$ cat config.mk
export PLATFORM = sky130hd
export DESIGN_NAME = alu_control_unit
export DESIGN_NICKNAME = d
export VERILOG_FILES = /design/src/rtl/cpu_ctrl_pkg.sv /design/src/rtl/reg_field_decoder.sv /design/src/rtl/alu_control_unit.sv
export SDC_FILE = /design/constraint.sdc
export NUM_CORES = 1
export LEC_CHECK = 0
export CORE_ASPECT_RATIO = 0.6
export CORE_MARGIN = 4
export CORE_UTILIZATION = 50
export CTS_CLUSTER_SIZE = 40
export DETAILED_ROUTE_END_ITERATION = 10
export GPL_TIMING_DRIVEN = 0
export PLACE_DENSITY = 0.92
export SYNTH_ARGS = -nofsm -noshare
export SYNTH_HDL_FRONTEND = slang
export SYNTH_SLANG_ARGS = --single-unit
$ cat constraint.sdc
create_clock -name clk -period 5.7 [get_ports clk]
set_input_delay 1.425 -clock clk [delete_from_list [all_inputs] [get_ports clk]]
set_output_delay 1.425 -clock clk [all_outputs]
set_load 0.05 [all_outputs]
$ cat src/rtl/cpu_ctrl_pkg.sv
// Shared definitions for the hardwired control sequencer: state encoding,
// opcode values, IR field positions, the output control bundle and opcode classifiers.
package cpu_ctrl_pkg;

    typedef enum logic [3:0] {
        ST_IDLE   = 4'd0,
        ST_T0     = 4'd1,
        ST_T1     = 4'd2,
        ST_T2     = 4'd3,
        ST_T3     = 4'd4,
        ST_T4     = 4'd5,
        ST_T5     = 4'd6,
        ST_T6     = 4'd7,
        ST_HALTED = 4'd8,
        ST_FAULT  = 4'd9
    } cu_state_e;

    localparam logic [4:0] OPC_ADD  = 5'b00011;
    localparam logic [4:0] OPC_SUB  = 5'b00100;
    localparam logic [4:0] OPC_AND  = 5'b00101;
    localparam logic [4:0] OPC_OR   = 5'b00110;
    localparam logic [4:0] OPC_SHR  = 5'b00111;
    localparam logic [4:0] OPC_SHRA = 5'b01000;
    localparam logic [4:0] OPC_SHL  = 5'b01001;
    localparam logic [4:0] OPC_ROR  = 5'b01010;
    localparam logic [4:0] OPC_ROL  = 5'b01011;
    localparam logic [4:0] OPC_MUL  = 5'b01111;
    localparam logic [4:0] OPC_DIV  = 5'b10000;
    localparam logic [4:0] OPC_NOP  = 5'b11010;
    localparam logic [4:0] OPC_HALT = 5'b11011;

    localparam int IR_OPC_LSB = 27;
    localparam int IR_RA_LSB  = 23;
    localparam int IR_RB_LSB  = 19;
    localparam int IR_RC_LSB  = 15;
    localparam int REG_IDX_W  = 4;

    typedef struct packed {
        logic pc_select;
        logic mar_enable;
        logic pc_increment_enable;
        logic z_enable;
        logic z_lo_select;
        logic z_hi_select;
        logic pc_enable;
        logic read;
        logic mdr_enable;
        logic mdr_select;
        logic ir_enable;
        logic y_enable;
        logic hi_enable;
        logic lo_enable;
    } ctrl_t;

    function automatic logic is_alu_rformat(input logic [4:0] opc);
        logic r;
        case (opc)
            OPC_ADD, OPC_SUB, OPC_AND, OPC_OR, OPC_SHR,
            OPC_SHRA, OPC_SHL, OPC_ROR, OPC_ROL: r = 1'b1;
            default:                             r = 1'b0;
        endcase
        return r;
    endfunction

    function automatic logic is_mul_div(input logic [4:0] opc);
        return (opc == OPC_MUL) || (opc == OPC_DIV);
    endfunction

    function automatic logic is_defined(input logic [4:0] opc);
        return is_alu_rformat(opc) || is_mul_div(opc) || (opc == OPC_NOP) || (opc == OPC_HALT);
    endfunction

endpackage

$ cat src/rtl/reg_field_decoder.sv
// Register index to one-hot enable decoder; all-zero when not enabled.
module reg_field_decoder
    import cpu_ctrl_pkg::*;
#(
    parameter int NUM_REGS = 16
) (
    input  logic [REG_IDX_W-1:0] idx,
    input  logic                 en,
    output logic [NUM_REGS-1:0]  onehot
);

    // One-hot decode of the selected register
    always_comb begin
        onehot = '0;
        if (en) begin
            onehot[idx] = 1'b1;
        end else begin
            onehot = '0;
        end
    end

endmodule

$ cat src/rtl/alu_control_unit.sv
// Hardwired fetch/execute control sequencer. Outputs are registered from the next state.
// Optional macro CU_ILLEGAL_TRAP_EN: undefined opcodes trap into a sticky FAULT state.
module alu_control_unit
    import cpu_ctrl_pkg::*;
#(
    parameter int NUM_REGS = 16,
    parameter int OPC_W    = 5
) (
    input  logic                clk,
    input  logic                clr,
    input  logic                run_req,
    input  logic [31:0]         ir,
    input  logic                mem_ready,
    output logic                PC_select,
    output logic                MAR_enable,
    output logic                PC_increment_enable,
    output logic                Z_enable,
    output logic                Z_LO_select,
    output logic                Z_HI_select,
    output logic                PC_enable,
    output logic                read,
    output logic                MDR_enable,
    output logic                MDR_select,
    output logic                IR_enable,
    output logic                Y_enable,
    output logic                HI_enable,
    output logic                LO_enable,
    output logic [NUM_REGS-1:0] reg_in,
    output logic [NUM_REGS-1:0] reg_out,
    output logic [OPC_W-1:0]    alu_instruction,
    output logic                running,
    output logic                halted,
    output logic                fault
);

    cu_state_e              state_r, state_s, end_s;
    logic [OPC_W-1:0]       opc_r, opc_s;
    logic [REG_IDX_W-1:0]   ra_r, rb_r, rc_r, ra_s, rb_s, rc_s;
    ctrl_t                  ctrl_r, ctrl_s;
    logic [OPC_W-1:0]       alu_r, alu_s;
    logic [NUM_REGS-1:0]    reg_in_r, reg_out_r, reg_in_s, reg_out_s;
    logic [REG_IDX_W-1:0]   in_idx_s, out_idx_s;
    logic                   in_en_s, out_en_s;
    logic                   running_r, halted_r, fault_r, running_s, halted_s, fault_s;
    logic                   unused_ir_s;

    assign unused_ir_s = ^ir[IR_RC_LSB-1:0];

    // Next-state logic; the instruction always completes once started
    always_comb begin
        state_s = state_r;
        end_s   = run_req ? ST_T0 : ST_IDLE;
        case (state_r)
            ST_IDLE: begin
                if (run_req) state_s = ST_T0;
                else         state_s = ST_IDLE;
            end
            ST_T0:   state_s = ST_T1;
            ST_T1: begin
                if (mem_ready) state_s = ST_T2;
                else           state_s = ST_T1;
            end
            ST_T2:   state_s = ST_T3;
            ST_T3: begin
                if (is_alu_rformat(opc_r) || is_mul_div(opc_r)) state_s = ST_T4;
                else if (opc_r == OPC_HALT)                      state_s = ST_HALTED;
                else if (is_defined(opc_r))                      state_s = end_s;
`ifdef CU_ILLEGAL_TRAP_EN
                else                                             state_s = ST_FAULT;
`else
                else                                             state_s = end_s;
`endif
            end
            ST_T4:   state_s = ST_T5;
            ST_T5: begin
                if (is_mul_div(opc_r)) state_s = ST_T6;
                else                   state_s = end_s;
            end
            ST_T6:     state_s = end_s;
            ST_HALTED: state_s = ST_HALTED;
            ST_FAULT:  state_s = ST_FAULT;
            default:   state_s = ST_IDLE;
        endcase
    end

    // IR fields are captured only on the T2->T3 edge
    always_comb begin
        if (state_r == ST_T2) begin
            opc_s = ir[IR_OPC_LSB +: OPC_W];
            ra_s  = ir[IR_RA_LSB +: REG_IDX_W];
            rb_s  = ir[IR_RB_LSB +: REG_IDX_W];
            rc_s  = ir[IR_RC_LSB +: REG_IDX_W];
        end else begin
            opc_s = opc_r;
            ra_s  = ra_r;
            rb_s  = rb_r;
            rc_s  = rc_r;
        end
    end

    // Output decode for the upcoming state, so registered outputs line up with state_r
    always_comb begin
        ctrl_s    = '0;
        alu_s     = '0;
        in_idx_s  = '0;
        out_idx_s = '0;
        in_en_s   = 1'b0;
        out_en_s  = 1'b0;
        running_s = (state_s != ST_IDLE) && (state_s != ST_HALTED) && (state_s != ST_FAULT);
        halted_s  = (state_s == ST_HALTED);
        fault_s   = 1'b0;
        case (state_s)
            ST_T0: begin
                ctrl_s.pc_select           = 1'b1;
                ctrl_s.mar_enable          = 1'b1;
                ctrl_s.pc_increment_enable = 1'b1;
                ctrl_s.z_enable            = 1'b1;
            end
            ST_T1: begin
                ctrl_s.z_lo_select = 1'b1;
                ctrl_s.read        = 1'b1;
                ctrl_s.mdr_enable  = 1'b1;
                ctrl_s.pc_enable   = (state_r == ST_T0);
            end
            ST_T2: begin
                ctrl_s.mdr_select = 1'b1;
                ctrl_s.ir_enable  = 1'b1;
            end
            ST_T3: begin
                ctrl_s.y_enable = is_alu_rformat(opc_s) || is_mul_div(opc_s);
                out_en_s        = ctrl_s.y_enable;
                out_idx_s       = is_mul_div(opc_s) ? ra_s : rb_s;
            end
            ST_T4: begin
                ctrl_s.z_enable = 1'b1;
                alu_s           = opc_s;
                out_en_s        = 1'b1;
                out_idx_s       = is_mul_div(opc_s) ? rb_s : rc_s;
            end
            ST_T5: begin
                ctrl_s.z_lo_select = 1'b1;
                ctrl_s.lo_enable   = is_mul_div(opc_s);
                in_en_s            = is_alu_rformat(opc_s);
                in_idx_s           = ra_s;
            end
            ST_T6: begin
                ctrl_s.z_hi_select = 1'b1;
                ctrl_s.hi_enable   = 1'b1;
            end
`ifdef CU_ILLEGAL_TRAP_EN
            ST_FAULT: fault_s = 1'b1;
`endif
            default: ctrl_s = '0;
        endcase
    end

    reg_field_decoder #(.NUM_REGS(NUM_REGS)) u_dec_in (
        .idx    (in_idx_s),
        .en     (in_en_s),
        .onehot (reg_in_s)
    );

    reg_field_decoder #(.NUM_REGS(NUM_REGS)) u_dec_out (
        .idx    (out_idx_s),
        .en     (out_en_s),
        .onehot (reg_out_s)
    );

    // State, latched IR fields and registered outputs; reset aborts with everything cleared
    always_ff @(posedge clk or negedge clr) begin
        if (!clr) begin
            state_r   <= ST_IDLE;
            opc_r     <= '0;
            ra_r      <= '0;
            rb_r      <= '0;
            rc_r      <= '0;
            ctrl_r    <= '0;
            alu_r     <= '0;
            reg_in_r  <= '0;
            reg_out_r <= '0;
            running_r <= 1'b0;
            halted_r  <= 1'b0;
            fault_r   <= 1'b0;
        end else begin
            state_r   <= state_s;
            opc_r     <= opc_s;
            ra_r      <= ra_s;
            rb_r      <= rb_s;
            rc_r      <= rc_s;
            ctrl_r    <= ctrl_s;
            alu_r     <= alu_s;
            reg_in_r  <= reg_in_s;
            reg_out_r <= reg_out_s;
            running_r <= running_s;
            halted_r  <= halted_s;
            fault_r   <= fault_s;
        end
    end

    assign PC_select           = ctrl_r.pc_select;
    assign MAR_enable          = ctrl_r.mar_enable;
    assign PC_increment_enable = ctrl_r.pc_increment_enable;
    assign Z_enable            = ctrl_r.z_enable;
    assign Z_LO_select         = ctrl_r.z_lo_select;
    assign Z_HI_select         = ctrl_r.z_hi_select;
    assign PC_enable           = ctrl_r.pc_enable;
    assign read                = ctrl_r.read;
    assign MDR_enable          = ctrl_r.mdr_enable;
    assign MDR_select          = ctrl_r.mdr_select;
    assign IR_enable           = ctrl_r.ir_enable;
    assign Y_enable            = ctrl_r.y_enable;
    assign HI_enable           = ctrl_r.hi_enable;
    assign LO_enable           = ctrl_r.lo_enable;
    assign reg_in              = reg_in_r;
    assign reg_out             = reg_out_r;
    assign alu_instruction     = alu_r;
    assign running             = running_r;
    assign halted              = halted_r;
    assign fault               = fault_r;

endmodule

==> impl_results.md, run 1 <==
* Post-Route WL at 6620 microns
* Slew @ Worst Pin at 0.835 ns
* IO buf count at 73
* Fin Hold WS at 0.489 ns
* Initial antenna violation count at 0
* Setup-failing EPs final at 0
* Pwr Total at 1.72 mW
* Critical Path Start: ir[29]
* CTS clk-pin slew, worst paths at 0.07 ns
* Number of placement rows at 21
* Antenna-violating nets left at 0
* Die Span Y at 66.8 microns
* First drt pass iteration count at 4
* Setup Total Neg Slack at 0 ns
* Sequential element share of the synthesized area at 60.0%
* RSZ-0062 raised after global routing: false
* Post-Syn Instances at 273
* Fin. Hold Viols at 0
* Gr ovfl total at 0
* Min-delay worst type: flip-flop to flip-flop
* Crit path time final at 3.30 ns
* Worst setup endpoint: reg_out[10]
* Num CTS Buffers at 9
* Synth unique cells at 40
* Global Route Usage Sum at 20.3%
* Routed WL per cell at 15.0 microns
* Critical Path Start Type: primary input
* Post-CTS Hold Buffers at 0
* Sink Count at 69
* Clock Tree Root: clkbuf_8
* Netlist Area Pre-Place at 2880 sq um
* Fmax at 0.303 GHz
* Setup Skew at 0.00866 ns
* Via count at 2245
* Asr flop ratio synth at 100%
* Maxcap violations at 0
* Count of flip-flops with a built-in enable after synthesis at 0
* Vias per inst at 5.08
* Power per cell area at 440 nW/um^2
* Die ar. at 7080 sq um
* Number of global-route vias before repair at 2270
* Nets@finish at 393
* Data arrival, critical path at 3.57 ns
* CTS tree: done
* RR Startpoint: state_r[2]
* Max VDD drop at 0.206 mV
* Reg-to-reg endpoint: reg_out[10]
* Fin area at 3900 sq um
* Fin. max-slew vios at 0
* YS warnings at 0
* Fraction of layout cells with a size suffix above 1 at 9.67%
* Post-synth top flop: dfrtp_1
* Status: complete, no violations
* CP max FO at 7
* Post-CTS resize count at 0
* Reg2Reg Setup Slack at 3.04 ns
* CTS max path bufs at 2
* Ports at 90
* WS Path Type: primary input to flip-flop
* Yosys reg bits at 69
* Syn_nets at 309
* Initial Utilization at 51.7%
* Inserted Diodes at 0
* CP Capture Type: flip-flop
* Gpl congestion at 0.882
* Worst skew pair latency at 0.34 ns
* Largest net degree at the start of global routing at 70
* Post-CTS Setup Repair Bufs at 0
* DRC at 0
* Leakage power at 1.76 nW
* R2R depth at 10
* H-tree lvl count at 3
* Synthesis-to-finish area growth at 35.5%
* Mean Syn Cell Area at 10.5 sq um
* Core Region at 5570 sq um
* Post-DP HPWL at 4810 microns
* Starting DRT DRC Count at 103
* Die width at 106 microns
* Area after DPL at 3710 sq um
* Worst path required time at 5.97 ns
* Fin crit share at 57.8%
* First-pass GRT wire length at 10900 microns
* Rel. slew slack at 44.3%
==> cell usage in the layout, fill, tap and decap left out, types with 2 or more instances in the layout <==
cell type	instances
and2_1	11
or3_1	2
nor3_1	7
clkinv_2	2
a21boi_0	3
nand2b_1	11
nand2_1	40
clkbuf_1	6
nand3_1	6
nor2_1	35
nor3_2	3
buf_6	3
mux2i_1	7
o21ai_0	10
o21ai_1	2
clkdlybuf4s50_1	72
o22a_1	2
clkbuf_8	10
inv_1	10
a21oi_1	11
nor2b_1	10
dfrtp_1	69
buf_4	8
==> area by class of cell <==
class	instances	area, sq um
tap	80	100
buffer	15	106
clock inverter	4	47.5
inverter	11	41.3
multi-input combinational	178	1000
timing repair buffer	73	728
sequential	69	1730
fill	429	1670
clock buffer	12	145
==> flip-flops by register name, indices dropped and copies added, names as in the netlist <==
register / cells
HI_enable: 1
IR_enable: 1
LO_enable: 1
MAR_enable: 1
MDR_enable: 1
PC_enable: 1
Y_enable: 1
Z_LO_select: 1
Z_enable: 1
alu_instruction: 5
halted: 1
opc_r: 5
ra_r: 4
rb_r: 4
rc_r: 4
reg_in: 16
reg_out: 16
running: 1
state_r: 4
==> worst min-delay path by stage <==
stage,startpoint,endpoint,cells past startpoint
2_1_floorplan,rc_r[3],rc_r[3],2
3_3_place_gp,rb_r[3],rb_r[3],2
3_5_place_dp,rb_r[3],rb_r[3],2
4_1_cts,rb_r[3],rb_r[3],2
5_1_grt,rb_r[3],rb_r[3],2
6_report,rb_r[3],rb_r[3],2
==> critical path, stage by stage <==
cell	delay (ns)
clkdlybuf4s50_1	0.55
nor2b_1	0.21
nand2_1	0.07
o21ai_0	0.15
o22a_1	0.17
buf_6	0.14
mux2i_1	0.49
nand2_1	0.20
nor2b_1	0.15
==> power breakdown <==
part           total [mW]  switching (mW)  leakage (nW)  internal, mW
registers           0.642          0.0570         0.922         0.585
clock network       0.386           0.174        0.0964         0.213
logic               0.689           0.443         0.742         0.246
==> cells by family after synthesis <==
group	count (synthesis)	share of synthesized area, %
simple gates	133	23.3
flops	69	60.0
buf+inv	26	5.13
mux	10	4.22
other cells	1	0.130
compound gates	34	7.26
==> routing by layer <==
metal,vias to the layer above,GRT usage (%),share of wire [%]
met3,10,7.36,6.7
met2,96,31.5,45
li1,1055,-,-
met1,1084,26.6,47
met4,0,6.95,1.2
met5,-,0,0
==> synthesized netlist by cell type, types with 2 or more instances <==
cell type | number | share of area (%)
a21boi_0 | 3 | 0.78
a21oi_1 | 11 | 1.9
and2_1 | 11 | 2.4
buf_4 | 7 | 1.8
buf_6 | 3 | 1.2
clkbuf_1 | 4 | 0.52
dfrtp_1 | 69 | 60
inv_1 | 10 | 1.3
mux2i_1 | 7 | 2.4
nand2_1 | 40 | 5.2
nand2b_1 | 11 | 2.4
nand3_1 | 6 | 1.0
nor2_1 | 35 | 4.6
nor2b_1 | 10 | 2.2
nor3_1 | 7 | 1.2
nor3_2 | 3 | 1.0
o21ai_0 | 10 | 1.7
o21ai_1 | 2 | 0.35
o22a_1 | 2 | 0.61
or3_1 | 2 | 0.43
==> per-stage QoR <==
step                setup slack (ns)  utilization, %  cells
floorplan                       2.96               -    273
global placement                1.05            66.6    426
detailed placement              2.07            66.6    426
CTS                             2.40            70.0    442
global route                    2.26            70.0    442
finish                          2.40            70.0    442
Power figures use the tool's default switching activity.
==> run 2, diff against run 1 <==
--- a/config.mk
+++ b/config.mk
@@ -7,11 +7,11 @@
 export LEC_CHECK = 0
 export CORE_ASPECT_RATIO = 0.6
 export CORE_MARGIN = 4
-export CORE_UTILIZATION = 50
+export CORE_UTILIZATION = 46
 export CTS_CLUSTER_SIZE = 40
 export DETAILED_ROUTE_END_ITERATION = 10
 export GPL_TIMING_DRIVEN = 0
-export PLACE_DENSITY = 0.92
+export PLACE_DENSITY = 0.86
 export SYNTH_ARGS = -nofsm -noshare
 export SYNTH_HDL_FRONTEND = slang
 export SYNTH_SLANG_ARGS = --single-unit
==> constraint.sdc (replaced) <==
create_clock -name clk -period 3.4 [get_ports clk]
set_input_delay 0.85 -clock clk [delete_from_list [all_inputs] [get_ports clk]]
set_output_delay 0.85 -clock clk [all_outputs]
set_load 0.05 [all_outputs]
==> run 2 against run 1 <==
Sequential cell count unchanged. Routed wire length up 0.38%. Sequential power up 67%. Via count down 1.6%. Final cell count up 0.90%. Non-clock buffer count unchanged.
==> impl_results.md, run 2 (synthesis gave the netlist of run 1 again) <==
* Status: complete, no violations
* Reg-to-reg endpoint: reg_in[1]
* Num CTS Buffers at 9
* Fraction of layout cells with a size suffix above 1 at 10.2%
* Fin cells at 446
* Core Region at 6080 sq um
* Starting DRT DRC Count at 154
* Via count at 2209
* CP max FO at 7
* Hold Crit Depth at 2
* Rel. slew slack at 44.7%
* Layout Utilization at 64.7%
* Initial antenna violation count at 0
* Maxcap violations at 0
* Inst Count DP at 430
* CTS clk-pin slew, worst paths at 0.07 ns
* Most common library cell in the layout ignoring fill and taps: clkdlybuf4s50_1
* Fin. max-slew vios at 0
* Setup Skew at 0.0164 ns
* Setup Total Neg Slack at 0 ns
* Power per cell area at 752 nW/um^2
* Crit path time final at 2.72 ns
* Sink Count at 69
* Nets@finish at 393
* Reg2Reg Setup Slack at 0.70 ns
* Fin. Hold Viols at 0
* Gr ovfl total at 0
* R2R depth at 9
* Worst Slack Setup Final at 0.679 ns
* WS Path Type: primary input to flip-flop
* RSZ-0062 raised after global routing: false
* Number of fill cells in the layout at 478
* Global Route Usage Sum at 18.6%
* DP Worst Slack at 0.342 ns
* Post-Route WL at 6650 microns
* Number of global-route vias before repair at 2165
* Fmax at 0.367 GHz
* H-tree lvl count at 3
* Register area at 1730 sq um
* IO buf count at 73
* Routed WL per cell at 14.9 microns
* Post-DP HPWL at 4620 microns
* Critical Path Start Type: primary input
* Area taken by multi-input logic gates at 1000 sq um
* Gpl congestion at 0.857
* First drt pass iteration count at 4
* Data arrival, critical path at 2.99 ns
* Die ar. at 7630 sq um
* Antenna-violating nets left at 0
* First-pass GRT wire length at 10700 microns
* Number of placement rows at 22
* Min-delay worst type: flip-flop to flip-flop
* Inserted Diodes at 0
* Ports at 90
* Fin crit share at 80.0%
* Die width at 110 microns
* Initial Utilization at 47.3%
* Worst hold path endpoint: rc_r[0]
* RR Startpoint: state_r[3]
* Die Span Y at 69.3 microns
* CTS tree: done
* Beginning of the worst hold path: rc_r[0]
* Most frequent cells in the layout: clkdlybuf4s50_1 (72), dfrtp_1 (69), nand2_1 (40), nor2_1 (35)
* CP Capture Type: flip-flop
* DRC at 0
* Setup-failing EPs final at 0
* Slew @ Worst Pin at 0.830 ns
* Clock Tree Root: clkbuf_8
* Post-CTS Hold Buffers at 0
* Worst path required time at 3.67 ns
* Worst skew pair latency at 0.35 ns
* Leakage power at 1.77 nW
* Max VDD drop at 0.300 mV
* Post-CTS Setup Repair Bufs at 0
* Pwr Total at 2.96 mW
* Largest net degree at the start of global routing at 70
* CTS max path bufs at 2
* Synthesis-to-finish area growth at 36.6%
* Vias per inst at 4.95
* Post-CTS resize count at 0
run 2: layout make-up:
type	count	share of cell area (%)
timing repair buffer	73	18.5
clock buffer	9	3.15
tap	84	2.67
multi-input combinational	178	25.5
sequential	69	43.9
buffer	15	2.70
inverter	11	1.05
clock inverter	7	2.48
run 2: how the worst max path moves through the flow:
stage | startpoint | to | slack, ns | depth (start not counted)
2_1_floorplan | state_r[2] | reg_out[8] | 1.05 | 10
4_1_cts | ir[29] | reg_out[10] | 0.70 | 9
6_report | ir[29] | reg_out[10] | 0.68 | 9
5_1_grt | state_r[3] | reg_in[1] | 0.49 | 9
3_3_place_gp | clr | reg_out[6] | -0.72 | 1
3_5_place_dp | ir[29] | reg_out[10] | 0.34 | 9
run 2: metal layers:
layer / vias to the layer above / track usage (%) / wire (microns)
met2: 79 / 25.3 / 2990
met1: 1063 / 27.1 / 3090
li1: 1060 / - / -
met3: 7 / 6.23 / 488
met5: - / 0 / 0
met4: 0 / 7.38 / 80
run 2: where the power goes:
part	leakage [nW]	internal, mW	switching (mW)	total [mW]
registers	0.922	0.980	0.0912	1.07
clock network	0.106	0.415	0.318	0.733
logic	0.742	0.413	0.741	1.15
total	1.77	1.81	1.15	2.96
run 2: worst max-delay path, stage by stage:
cell and delay, ns:
clkdlybuf4s50_1 0.55, nor2b_1 0.19, nand2_1 0.06, o21ai_0 0.15, o22a_1 0.17, buf_6 0.15, mux2i_1 0.50, nand2_1 0.21
nor2b_1 0.15
run 2: through the flow:
| stage | hold WS, ns | area [sq um] |
|---|---|---|
| 5_1_grt | 0.524 | 3930 |
| 3_3_place_gp | 0.447 | 3710 |
| 3_5_place_dp | 0.466 | 3710 |
| 6_report | 0.488 | 3930 |
| 4_1_cts | 0.484 | 3930 |
| 2_1_floorplan | 0.435 | 2880 |
==> run 3, diff against run 2 <==
--- a/config.mk
+++ b/config.mk
@@ -7,11 +7,11 @@
 export LEC_CHECK = 0
 export CORE_ASPECT_RATIO = 0.6
 export CORE_MARGIN = 4
-export CORE_UTILIZATION = 46
+export CORE_UTILIZATION = 42
 export CTS_CLUSTER_SIZE = 40
 export DETAILED_ROUTE_END_ITERATION = 10
 export GPL_TIMING_DRIVEN = 0
-export PLACE_DENSITY = 0.86
+export PLACE_DENSITY = 0.83
 export SYNTH_ARGS = -nofsm -noshare
 export SYNTH_HDL_FRONTEND = slang
 export SYNTH_SLANG_ARGS = --single-unit
==> constraint.sdc (replaced) <==
create_clock -name clk -period 2.4 [get_ports clk]
set_input_delay 0.6 -clock clk [delete_from_list [all_inputs] [get_ports clk]]
set_output_delay 0.6 -clock clk [all_outputs]
set_load 0.05 [all_outputs]
==> run 3 against run 2 <==
Die area up 8.6%. Global-route usage shrank 0.52 points. The flow now finishes with violations (negative setup slack). Clock skew is 0.010 ns lower. Critical path type is now flip-flop to flip-flop. Final cell count grew 3.4%. Non-clock buffer count up 12. Via count increased by 6.2%. Count of clock-buffer cells in the layout unchanged. Critical endpoint is now reg_out[8]. Combinational power up 68%. Sequential share of layout area decreased by 4.0 points. Hold slack lost 0.11 ns. Total power grew 61%.
==> impl_results.md, run 3 (synthesis gave the netlist of run 1 again) <==
* Status: complete, but fails checks
* Failing checks: negative setup slack
* Fin Hold WS at 0.379 ns
* Nets@finish at 405
* First-pass GRT wire length at 11300 microns
* Die ar. at 8290 sq um
* Reg2Reg Setup Slack at -0.03 ns
* Die Span Y at 72.1 microns
* Layout Utilization at 64.9%
* Maxcap violations at 0
* CP Capture Type: flip-flop
* Clock Power Share at 27.5%
* Routed wire length on met2 at 3210 microns
* Slew @ Worst Pin at 0.845 ns
* Die width at 115 microns
* Routed WL per cell at 15.7 microns
* Fin crit share at 101%
* Inserted Diodes at 0
* RR Startpoint: state_r[2]
* Leakage power at 1.96 nW
* Sw Share at 38.6%
* R2R depth at 10
* Synthesis-to-finish area growth at 50.5%
* Critical Path Start: state_r[2]
* Setup Skew at 0.00637 ns
* H-tree lvl count at 3
* Worst setup endpoint: reg_out[8]
* WS Path Type: flip-flop to flip-flop
* Gpl congestion at 0.829
* Rel. slew slack at 43.7%
* Via count at 2347
* Fin. Hold Viols at 0
* Sink Count at 69
* Data arrival, critical path at 2.69 ns
* Fmax at 0.412 GHz
* First drt pass iteration count at 4
* Min-delay worst type: primary input to asynchronous set/reset pin
* Clock Tree Root: clkbuf_16
* Fin. max-slew vios at 0
* CTS max path bufs at 2
* Worst skew pair latency at 0.33 ns
* Number of fill cells in the layout at 513
* Antenna-violating nets left at 0
* Max VDD drop at 0.495 mV
* Initial Utilization at 43.1%
* Top Metal Used: met4
* Reg-to-reg endpoint: reg_out[8]
* Post-DP HPWL at 4740 microns
* DRC at 0
* RSZ-0062 raised after global routing: true
* Combinational power share at 40.6%
* Sequential Power Share at 32.0%
* Post-Route WL at 7230 microns
* CTS clk-pin slew, worst paths at 0.06 ns
* Gr ovfl total at 0
* Net switching power at 1.84 mW
* Ports at 90
* Number of placement rows at 23
* Metal3 WL at 558 microns
* Crit path time final at 2.43 ns
* Starting DRT DRC Count at 131
* Internal power at 2.93 mW
* Global Route Usage Sum at 18.0%
* WL met1 at 3350 microns
* Worst path required time at 2.67 ns
* Core Region at 6680 sq um
* Worst Slack Setup Final at -0.0283 ns
* Critical Path Start Type: flip-flop
* Fraction of layout cells with a size suffix above 1 at 23.5%
* Area taken by multi-input logic gates at 1200 sq um
* Power per cell area at 1100 nW/um^2
* Number of global-route vias before repair at 2236
* Register area at 1730 sq um
* CTS tree: done
* CP max FO at 6
* Setup-failing EPs final at 4
* IO buf count at 73
* Largest net degree at the start of global routing at 70
* Most common library cell in the layout ignoring fill and taps: clkdlybuf4s50_1
* Initial antenna violation count at 0
* Num CTS Buffers at 9
* Vias per inst at 5.09
* Most frequent cells in the layout: clkdlybuf4s50_1 (71), dfrtp_1 (69), nand2_1 (38), nor2_1 (22), buf_4 (18)
run 3: cell types whose count changed in the layout (fill, tap and decap cells not counted), sizes merged:
| cell | change |
|---|---|
| buf | +13 |
| clkinv | +1 |
| inv | +1 |
| clkinvlp | -1 |
| clkdlybuf4s50 | -1 |
| bufinv | -1 |
| clkbuf | -1 |
| dlymetal6s2s | +1 |
run 3: power groups by stage:
stage          clock [mW]  combinational (mW)  sequential (mW)
2_1_floorplan           0               0.956             1.72
3_3_place_gp            0                1.55             1.52
3_5_place_dp            0                1.59             1.54
4_1_cts              1.33                1.71             1.52
5_1_grt              1.39                2.09             1.55
6_report             1.31                1.93             1.52
run 3: worst min-delay path by stage:
stage               startpoint   endpoint  slack [ns]  depth (start not counted)
floorplan                  clr  HI_enable        0.30                          0
global placement       rb_r[3]    rb_r[3]        0.45                          2
detailed placement     rc_r[3]    rc_r[3]        0.47                          2
CTS                        clr  reg_in[3]        0.40                          1
global route               clr    running        0.45                          1
finish                     clr     halted        0.38                          1
run 3: worst max-delay path: stages (launching register included):
cell and delay (ns):
dfrtp_1 0.37, buf_6 0.13, nor4bb_4 0.28, buf_6 0.16, mux2i_4 0.28, nor3_2 0.05, o22a_1 0.21, buf_6 0.16
mux2_4 0.33, nor3_4 0.23, nor2b_4 0.16
run 3: repair_timing:
item / in CTS / in global routing
hold buffers: 0 / 0
hold endpoints to repair: 0 / 0
pin swaps: 7 / 17
setup endpoints to repair: 28 / 29
setup buffers: 3 / 9
gates resized for setup: 18 / 44
run 3: through the flow:
| stage | power (mW) | setup slack (ns) | instances | TNS (ns) | cell area [sq um] |
|---|---|---|---|---|---|
| 2_1_floorplan | 2.68 | 0.0542 | 273 | 0 | 2880 |
| 3_3_place_gp | 3.07 | -1.49 | 433 | -107.38 | 3720 |
| 3_5_place_dp | 3.13 | -0.379 | 433 | -6.62 | 3720 |
| 4_1_cts | 4.56 | -0.000816 | 452 | -0.000816 | 4100 |
| 5_1_grt | 5.02 | -0.147 | 461 | -1.86 | 4330 |
| 6_report | 4.76 | -0.0283 | 461 | -0.0661 | 4330 |
run 3: layer usage:
layer / vias to the layer above / global-route usage (%)
met4: 0 / 7.94
met2: 97 / 25.1
met1: 1151 / 25.0
met5: - / 0
met3: 9 / 7.25
li1: 1090 / -
run 3: layout make-up:
cell class	instances	area share, %
flip-flops and latches	69	39.8
multi-input cells	178	27.7
repair buffers	85	19.2
clock buffers	9	5.20
plain buffers	15	2.83
well taps	87	2.51
clock inverters	7	1.70
inverters	11	0.953
